$ cat config.mk
export PLATFORM = sky130hd
export DESIGN_NAME = hazard_ctrl_flat
export DESIGN_NICKNAME = d
export VERILOG_FILES = /design/src/rtl/hazard_ctrl_if.sv /design/src/rtl/hazard_ctrl.sv /design/src/flat_wrapper.sv
export SDC_FILE = /design/constraint.sdc
export NUM_CORES = 1
export LEC_CHECK = 0
export ABC_CLOCK_PERIOD_IN_PS = 2470
export CORE_UTILIZATION = 40
export CTS_BUF_LIST = sky130_fd_sc_hd__clkbuf_4 sky130_fd_sc_hd__clkbuf_8
export CTS_CLUSTER_SIZE = 12
export DETAILED_ROUTE_END_ITERATION = 12
export PLACE_DENSITY = 0.83
export SLEW_MARGIN = 10
export SYNTH_ARGS = -nofsm -noshare
export SYNTH_HDL_FRONTEND = slang
export SYNTH_SLANG_ARGS = --single-unit
$ cat constraint.sdc
create_clock -name clk -period 2.47 [get_ports clk]
set_input_delay 0.494 -clock clk [delete_from_list [all_inputs] [get_ports clk]]
set_output_delay 0.494 -clock clk [all_outputs]
set_load 0.005 [all_outputs]
$ cat src/rtl/hazard_ctrl_if.sv
// Pipeline-side hazard signals and the controller's enable/flush outputs.
// master is the controller; slave is the pipeline that feeds it hazard info.
interface hazard_ctrl_if #(
  parameter int unsigned REG_ADDR_W = 4
);
  logic [REG_ADDR_W-1:0] id_rs1;
  logic [REG_ADDR_W-1:0] id_rs2;
  logic [1:0]            id_rs_valid;
  logic [1:0]            ex_cl_mem_op;
  logic [REG_ADDR_W-1:0] ex_rd;
  logic                  ex_wr;
  logic                  ex_branch_taken;
  logic [1:0]            mem_cl_mem_op;

  logic                  pc_en;
  logic                  en_if_id;
  logic                  en_id_ex;
  logic                  en_ex_mem;
  logic                  en_mem_wb;
  logic                  flush_if_id;
  logic                  flush_id_ex;
  logic                  flush_mem_wb;
  logic                  mem_busy;
  logic [3:0]            mem_beat;
  logic [15:0]           stall_cycles;

  modport master (
    input  id_rs1, id_rs2, id_rs_valid, ex_cl_mem_op, ex_rd, ex_wr, ex_branch_taken,
           mem_cl_mem_op,
    output pc_en, en_if_id, en_id_ex, en_ex_mem, en_mem_wb, flush_if_id, flush_id_ex,
           flush_mem_wb, mem_busy, mem_beat, stall_cycles
  );

  modport slave (
    output id_rs1, id_rs2, id_rs_valid, ex_cl_mem_op, ex_rd, ex_wr, ex_branch_taken,
           mem_cl_mem_op,
    input  pc_en, en_if_id, en_id_ex, en_ex_mem, en_mem_wb, flush_if_id, flush_id_ex,
           flush_mem_wb, mem_busy, mem_beat, stall_cycles
  );
endinterface

$ cat src/rtl/hazard_ctrl.sv
// Pipeline sequencing controller: vector MEM stalls, branch flushes, load-use
// bubbles, plus a saturating stalled-cycle counter.
module hazard_ctrl #(
  parameter int unsigned MEM_BEATS = 4
) (
  input  logic           clk,
  input  logic           reset,
  hazard_ctrl_if.master  hz
);

  localparam logic [3:0] LastBeat  = 4'(MEM_BEATS - 1);
  localparam bit         MultiBeat = (MEM_BEATS > 1);

  typedef enum logic [0:0] {StIdle, StVbusy} state_e;

  state_e      state_q, state_d;
  logic [3:0]  beat_q, beat_d;
  logic [15:0] stall_q, stall_d;

  logic vec_start, vec_stall, last_beat, load_use;

  always_ff @(posedge clk) begin
    if (reset) begin
      state_q <= StIdle;
      beat_q  <= 4'd0;
      stall_q <= 16'd0;
    end else begin
      state_q <= state_d;
      beat_q  <= beat_d;
      stall_q <= stall_d;
    end
  end

  always_comb begin
    state_d         = state_q;
    beat_d          = beat_q;
    stall_d         = stall_q;
    hz.pc_en        = 1'b1;
    hz.en_if_id     = 1'b1;
    hz.en_id_ex     = 1'b1;
    hz.en_ex_mem    = 1'b1;
    hz.en_mem_wb    = 1'b1;
    hz.flush_if_id  = 1'b0;
    hz.flush_id_ex  = 1'b0;
    hz.flush_mem_wb = 1'b0;
    hz.mem_busy     = 1'b0;

    vec_start = (state_q == StIdle) && hz.mem_cl_mem_op[1] && MultiBeat;
    vec_stall = vec_start || (state_q == StVbusy);
    last_beat = (state_q == StVbusy) && (beat_q == LastBeat);
    // Only scalar loads raise load-use; vector loads are covered by the MEM stall.
    load_use  = (hz.ex_cl_mem_op == 2'b01) && hz.ex_wr &&
                ((hz.id_rs_valid[0] && (hz.id_rs1 == hz.ex_rd)) ||
                 (hz.id_rs_valid[1] && (hz.id_rs2 == hz.ex_rd)));

    if (reset) begin
      hz.pc_en        = 1'b0;
      hz.flush_if_id  = 1'b1;
      hz.flush_id_ex  = 1'b1;
      hz.flush_mem_wb = 1'b1;
    end else begin
      if (vec_stall) begin
        hz.mem_busy = 1'b1;
      end
      if (vec_stall && !last_beat) begin
        hz.pc_en        = 1'b0;
        hz.en_if_id     = 1'b0;
        hz.en_id_ex     = 1'b0;
        hz.en_ex_mem    = 1'b0;
        hz.flush_mem_wb = 1'b1;
      end else if (hz.ex_branch_taken) begin
        // Held-over branches and load-uses are resolved on the release beat.
        hz.flush_if_id = 1'b1;
        hz.flush_id_ex = 1'b1;
      end else if (load_use) begin
        hz.pc_en       = 1'b0;
        hz.en_if_id    = 1'b0;
        hz.flush_id_ex = 1'b1;
      end
      if (!hz.pc_en && (stall_q != 16'hFFFF)) begin
        stall_d = stall_q + 16'd1;
      end
    end

    unique case (state_q)
      StIdle: begin
        if (vec_start) begin
          state_d = StVbusy;
          beat_d  = 4'd1;
        end
      end
      StVbusy: begin
        if (beat_q == LastBeat) begin
          state_d = StIdle;
          beat_d  = 4'd0;
        end else begin
          beat_d = beat_q + 4'd1;
        end
      end
      default: begin
        state_d = StIdle;
        beat_d  = 4'd0;
      end
    endcase
  end

  assign hz.mem_beat     = beat_q;
  assign hz.stall_cycles = stall_q;

endmodule

$ cat src/flat_wrapper.sv
// flat-port wrapper written by rule: the top's interface ports become plain ports
module hazard_ctrl_flat 
#(
  parameter int unsigned MEM_BEATS = 4
)
  (clk, reset, hz_id_rs1, hz_id_rs2, hz_id_rs_valid, hz_ex_cl_mem_op, hz_ex_rd, hz_ex_wr, hz_ex_branch_taken, hz_mem_cl_mem_op, hz_pc_en, hz_en_if_id, hz_en_id_ex, hz_en_ex_mem, hz_en_mem_wb, hz_flush_if_id, hz_flush_id_ex, hz_flush_mem_wb, hz_mem_busy, hz_mem_beat, hz_stall_cycles);
  hazard_ctrl_if #(.REG_ADDR_W(4)) hz_i ();
  input  logic clk;
  input  logic reset;
  input wire logic [$bits(hz_i.id_rs1)-1:0] hz_id_rs1;
  input wire logic [$bits(hz_i.id_rs2)-1:0] hz_id_rs2;
  input wire logic [$bits(hz_i.id_rs_valid)-1:0] hz_id_rs_valid;
  input wire logic [$bits(hz_i.ex_cl_mem_op)-1:0] hz_ex_cl_mem_op;
  input wire logic [$bits(hz_i.ex_rd)-1:0] hz_ex_rd;
  input wire logic [$bits(hz_i.ex_wr)-1:0] hz_ex_wr;
  input wire logic [$bits(hz_i.ex_branch_taken)-1:0] hz_ex_branch_taken;
  input wire logic [$bits(hz_i.mem_cl_mem_op)-1:0] hz_mem_cl_mem_op;
  output wire logic [$bits(hz_i.pc_en)-1:0] hz_pc_en;
  output wire logic [$bits(hz_i.en_if_id)-1:0] hz_en_if_id;
  output wire logic [$bits(hz_i.en_id_ex)-1:0] hz_en_id_ex;
  output wire logic [$bits(hz_i.en_ex_mem)-1:0] hz_en_ex_mem;
  output wire logic [$bits(hz_i.en_mem_wb)-1:0] hz_en_mem_wb;
  output wire logic [$bits(hz_i.flush_if_id)-1:0] hz_flush_if_id;
  output wire logic [$bits(hz_i.flush_id_ex)-1:0] hz_flush_id_ex;
  output wire logic [$bits(hz_i.flush_mem_wb)-1:0] hz_flush_mem_wb;
  output wire logic [$bits(hz_i.mem_busy)-1:0] hz_mem_busy;
  output wire logic [$bits(hz_i.mem_beat)-1:0] hz_mem_beat;
  output wire logic [$bits(hz_i.stall_cycles)-1:0] hz_stall_cycles;
  assign hz_i.id_rs1 = hz_id_rs1;
  assign hz_i.id_rs2 = hz_id_rs2;
  assign hz_i.id_rs_valid = hz_id_rs_valid;
  assign hz_i.ex_cl_mem_op = hz_ex_cl_mem_op;
  assign hz_i.ex_rd = hz_ex_rd;
  assign hz_i.ex_wr = hz_ex_wr;
  assign hz_i.ex_branch_taken = hz_ex_branch_taken;
  assign hz_i.mem_cl_mem_op = hz_mem_cl_mem_op;
  assign hz_pc_en = hz_i.pc_en;
  assign hz_en_if_id = hz_i.en_if_id;
  assign hz_en_id_ex = hz_i.en_id_ex;
  assign hz_en_ex_mem = hz_i.en_ex_mem;
  assign hz_en_mem_wb = hz_i.en_mem_wb;
  assign hz_flush_if_id = hz_i.flush_if_id;
  assign hz_flush_id_ex = hz_i.flush_id_ex;
  assign hz_flush_mem_wb = hz_i.flush_mem_wb;
  assign hz_mem_busy = hz_i.mem_busy;
  assign hz_mem_beat = hz_i.mem_beat;
  assign hz_stall_cycles = hz_i.stall_cycles;
  hazard_ctrl #(.MEM_BEATS(MEM_BEATS)) u_core (.clk(clk), .reset(reset), .hz(hz_i));
endmodule
==> impl_metrics.json <==
{
  "ys_seq_elements": 21,
  "cts_hold_buf": 0,
  "endpoint_kind": "output pin",
  "fin_crit_sh_pct": 97.3,
  "numCtsBuffers": 3,
  "cp-start-kind": "input port",
  "coreArea_um2": 2850,
  "synth.distinct_cells": 42,
  "antenna_found_initial": 0,
  "worstHoldEndpoint": "u_core.hz.stall_cycles[10]",
  "multiInputGateArea_um2": 800,
  "diodes": 0,
  "period_needed_ps": 2400,
  "drc_errors": 2,
  "synth_commonest_cells": "dfxtp_1, nor2_1, a21oi_1",
  "cellLeakagePower_nw": 0.735,
  "synth_edf_count": 0,
  "die_x_um": 57.8,
  "syn_area_um2": 1250,
  "worstHoldPathCells": 2,
  "grt_overflow": 0,
  "syn-instance-count": 151,
  "p_per_area_nw_per_um2": 364,
  "dp_hpwl_mm": 2.25,
  "final_cells": 243,
  "synth.net_count": 175,
  "slew_violations": 0,
  "synth-async-reset-ratio_pct": 0,
  "cp_cell_sequence": "clkdlybuf4s50_1 > nor2_2 > a21o_1 > a21o_2 > a41o_1 > dlygate4sd2_1",
  "cts_tree": "built",
  "gp_congestion": 0.768,
  "reg2reg_depth": 9,
  "avgSynthCellArea_um2": 8.26,
  "finClkSkew_ps": 3.83,
  "outcome": "finished with violations",
  "critical_path_arrival_ps": 1910,
  "drv_cap": 0,
  "drive_gt1_share_pct": 20.8,
  "htreeDepth": 1,
  "cts.sinks": 21,
  "dieHeight_um": 57.8,
  "placed_cells": 235,
  "num_vias": 1313,
  "seq_area_um2": 423,
  "cts_buffer_depth": 2,
  "synth.largest_area_cell": "dfxtp_1",
  "yosysWarnings": 0,
  "first_pass_iters": 8,
  "drt_iter0_markers": 23,
  "numPortBuffers": 48,
  "cp_slowest_cell": "clkdlybuf4s50_1",
  "max_stage_delay_ps": 500,
  "crit_type": "input port to output pin",
  "via_per_inst": 5.40,
  "cp_max_fo": 3,
  "synth_area_leaders": "dfxtp_1, xnor2_1, nor2_1",
  "clock_latency_ps": 300,
  "seq_area_frac_synth_pct": 33.7,
  "drtAntennaViolNets": 0,
  "violations": "DRC",
  "grt_pass1_wl_mm": 5.01,
  "clk_pin_slew_worst_paths_ps": 110,
  "fin_nets": 237,
  "fillCellCount": 240,
  "worstReg2RegEnd": "u_core.hz.stall_cycles[3]",
  "grt_pass1_vias": 1255,
  "synth_top_area_share_pct": 33.7,
  "routed_wl_mm": 3.04,
  "hp-class": "flip-flop to flip-flop",
  "timing.fmax_mhz": 416,
  "power_mw": 0.695,
  "r2r_start": "u_core.hz.mem_beat[1]",
  "rrSetupSlack_ps": 340,
  "hold_viol": 0,
  "setup_viol": 0,
  "post-synth-top-count-cell": "dfxtp_1",
  "grt_max_degree": 18,
  "start_util_pct": 43.7,
  "cp.required_ps": 1980,
  "ios": 51,
  "routedWlPerCell_um": 12.5,
  "peakVddDrop_mv": 0.206,
  "hp-start": "u_core.hz.stall_cycles[10]",
  "synth_ff_type": "dfxtp_1",
  "cts-root-buf": "clkbuf_4",
  "area_growth_pct": 53.1,
  "dieArea_um2": 3350,
  "placementRows": 19,
  "grt_util_all_layers_pct": 18.8
}
==> flip-flops by register name, indices dropped and copies added, names as in the netlist <==
register / count
u_core.hz.stall_cycles: 16
u_core.state_q: 1
u_core.hz.mem_beat: 4
==> worst max-delay path, delay by kind of cell <==
kind | cells | cell delay, ps
buffers and inverters | 2 | 760
AO/OA/AOI/OAI | 3 | 590
AND/OR/NAND/NOR | 1 | 60
==> report_power, final <==
group / switching [mW] / internal [mW]
sequential: 0.00956 / 0.348
combinational: 0.0669 / 0.0977
clock: 0.0993 / 0.0738
==> worst max-delay path by stage <==
stage / start / to / slack, ps / cells past startpoint
final: hz_mem_cl_mem_op[1] / hz_flush_id_ex / 70 / 6
after global routing: u_core.hz.mem_beat[1] / hz_en_id_ex / -10 / 6
after CTS: hz_ex_cl_mem_op[1] / hz_en_if_id / -140 / 7
after detailed placement: hz_ex_rd[1] / hz_en_if_id / -350 / 7
after global placement: hz_ex_rd[3] / hz_en_if_id / -320 / 7
after floorplan: hz_ex_branch_taken / hz_en_if_id / 510 / 5
==> placed cells by master, fill, tap and decap left out, types with 2 or more instances in the layout <==
master,n
nand3_2,2
or4_1,2
inv_1,4
dlymetal6s2s_1,6
xnor2_2,2
buf_4,15
clkbuf_2,2
xor2_1,4
xnor2_1,7
nor2_1,18
nor3_1,2
nand3_1,8
ha_1,2
nor2_2,2
nand2_1,7
nor2b_1,2
o211ai_1,3
dfxtp_1,19
dlygate4sd2_1,5
a21oi_1,14
or3_2,4
dfxtp_2,2
o31ai_1,2
o21ai_0,9
or3_1,4
nand4_1,3
nor3b_1,2
clkbuf_4,4
clkdlybuf4s50_1,35
==> logic make-up after synthesis <==
group,after synthesis,synth area share (%)
other cells,1,0.301
simple gates,66,28.8
flops,21,33.7
compound gates,35,19.1
mux,2,1.71
buf+inv,11,5.31
fa+ha+maj,2,2.01
xor+xnor,13,9.13
==> metal layers <==
layer	vias to the layer above	track usage, %	part of all wire [%]
met2	36	34.5	52
met1	614	20.9	41
met4	0	7.14	1.1
met3	4	4.24	5.2
li1	659	-	-
met5	-	0	0
==> final cells by class <==
| class | instances | share of cell area [%] |
|---|---|---|
| sequential | 21 | 22.1 |
| multi-input combinational | 119 | 41.9 |
| clock buffer | 4 | 1.57 |
| timing repair buffer | 64 | 31.6 |
| inverter | 4 | 0.786 |
| tap | 31 | 2.03 |
==> repair_timing <==
action,CTS,global route
endpoints found under the hold margin,0,0
resized for setup,14,15
setup endpoints to repair,7,7
setup buffers,1,3
pin swaps,4,4
==> through the flow <==
step / hold WS, ps / cell area, um^2 / TNS, ps / setup WS (ps) / utilization [%]
6_report: 512 / 1910 / 0 / 67.1 / 66.9
5_1_grt: 531 / 1910 / -18.6 / -11.3 / 66.9
4_1_cts: 514 / 1870 / -176 / -145 / 65.5
3_5_place_dp: 497 / 1810 / -1050 / -352 / 63.3
3_3_place_gp: 474 / 1810 / -780 / -324 / 63.3
2_1_floorplan: 481 / 1250 / 0 / 510 / -
Note: power is estimated with default switching activity, not from simulation.
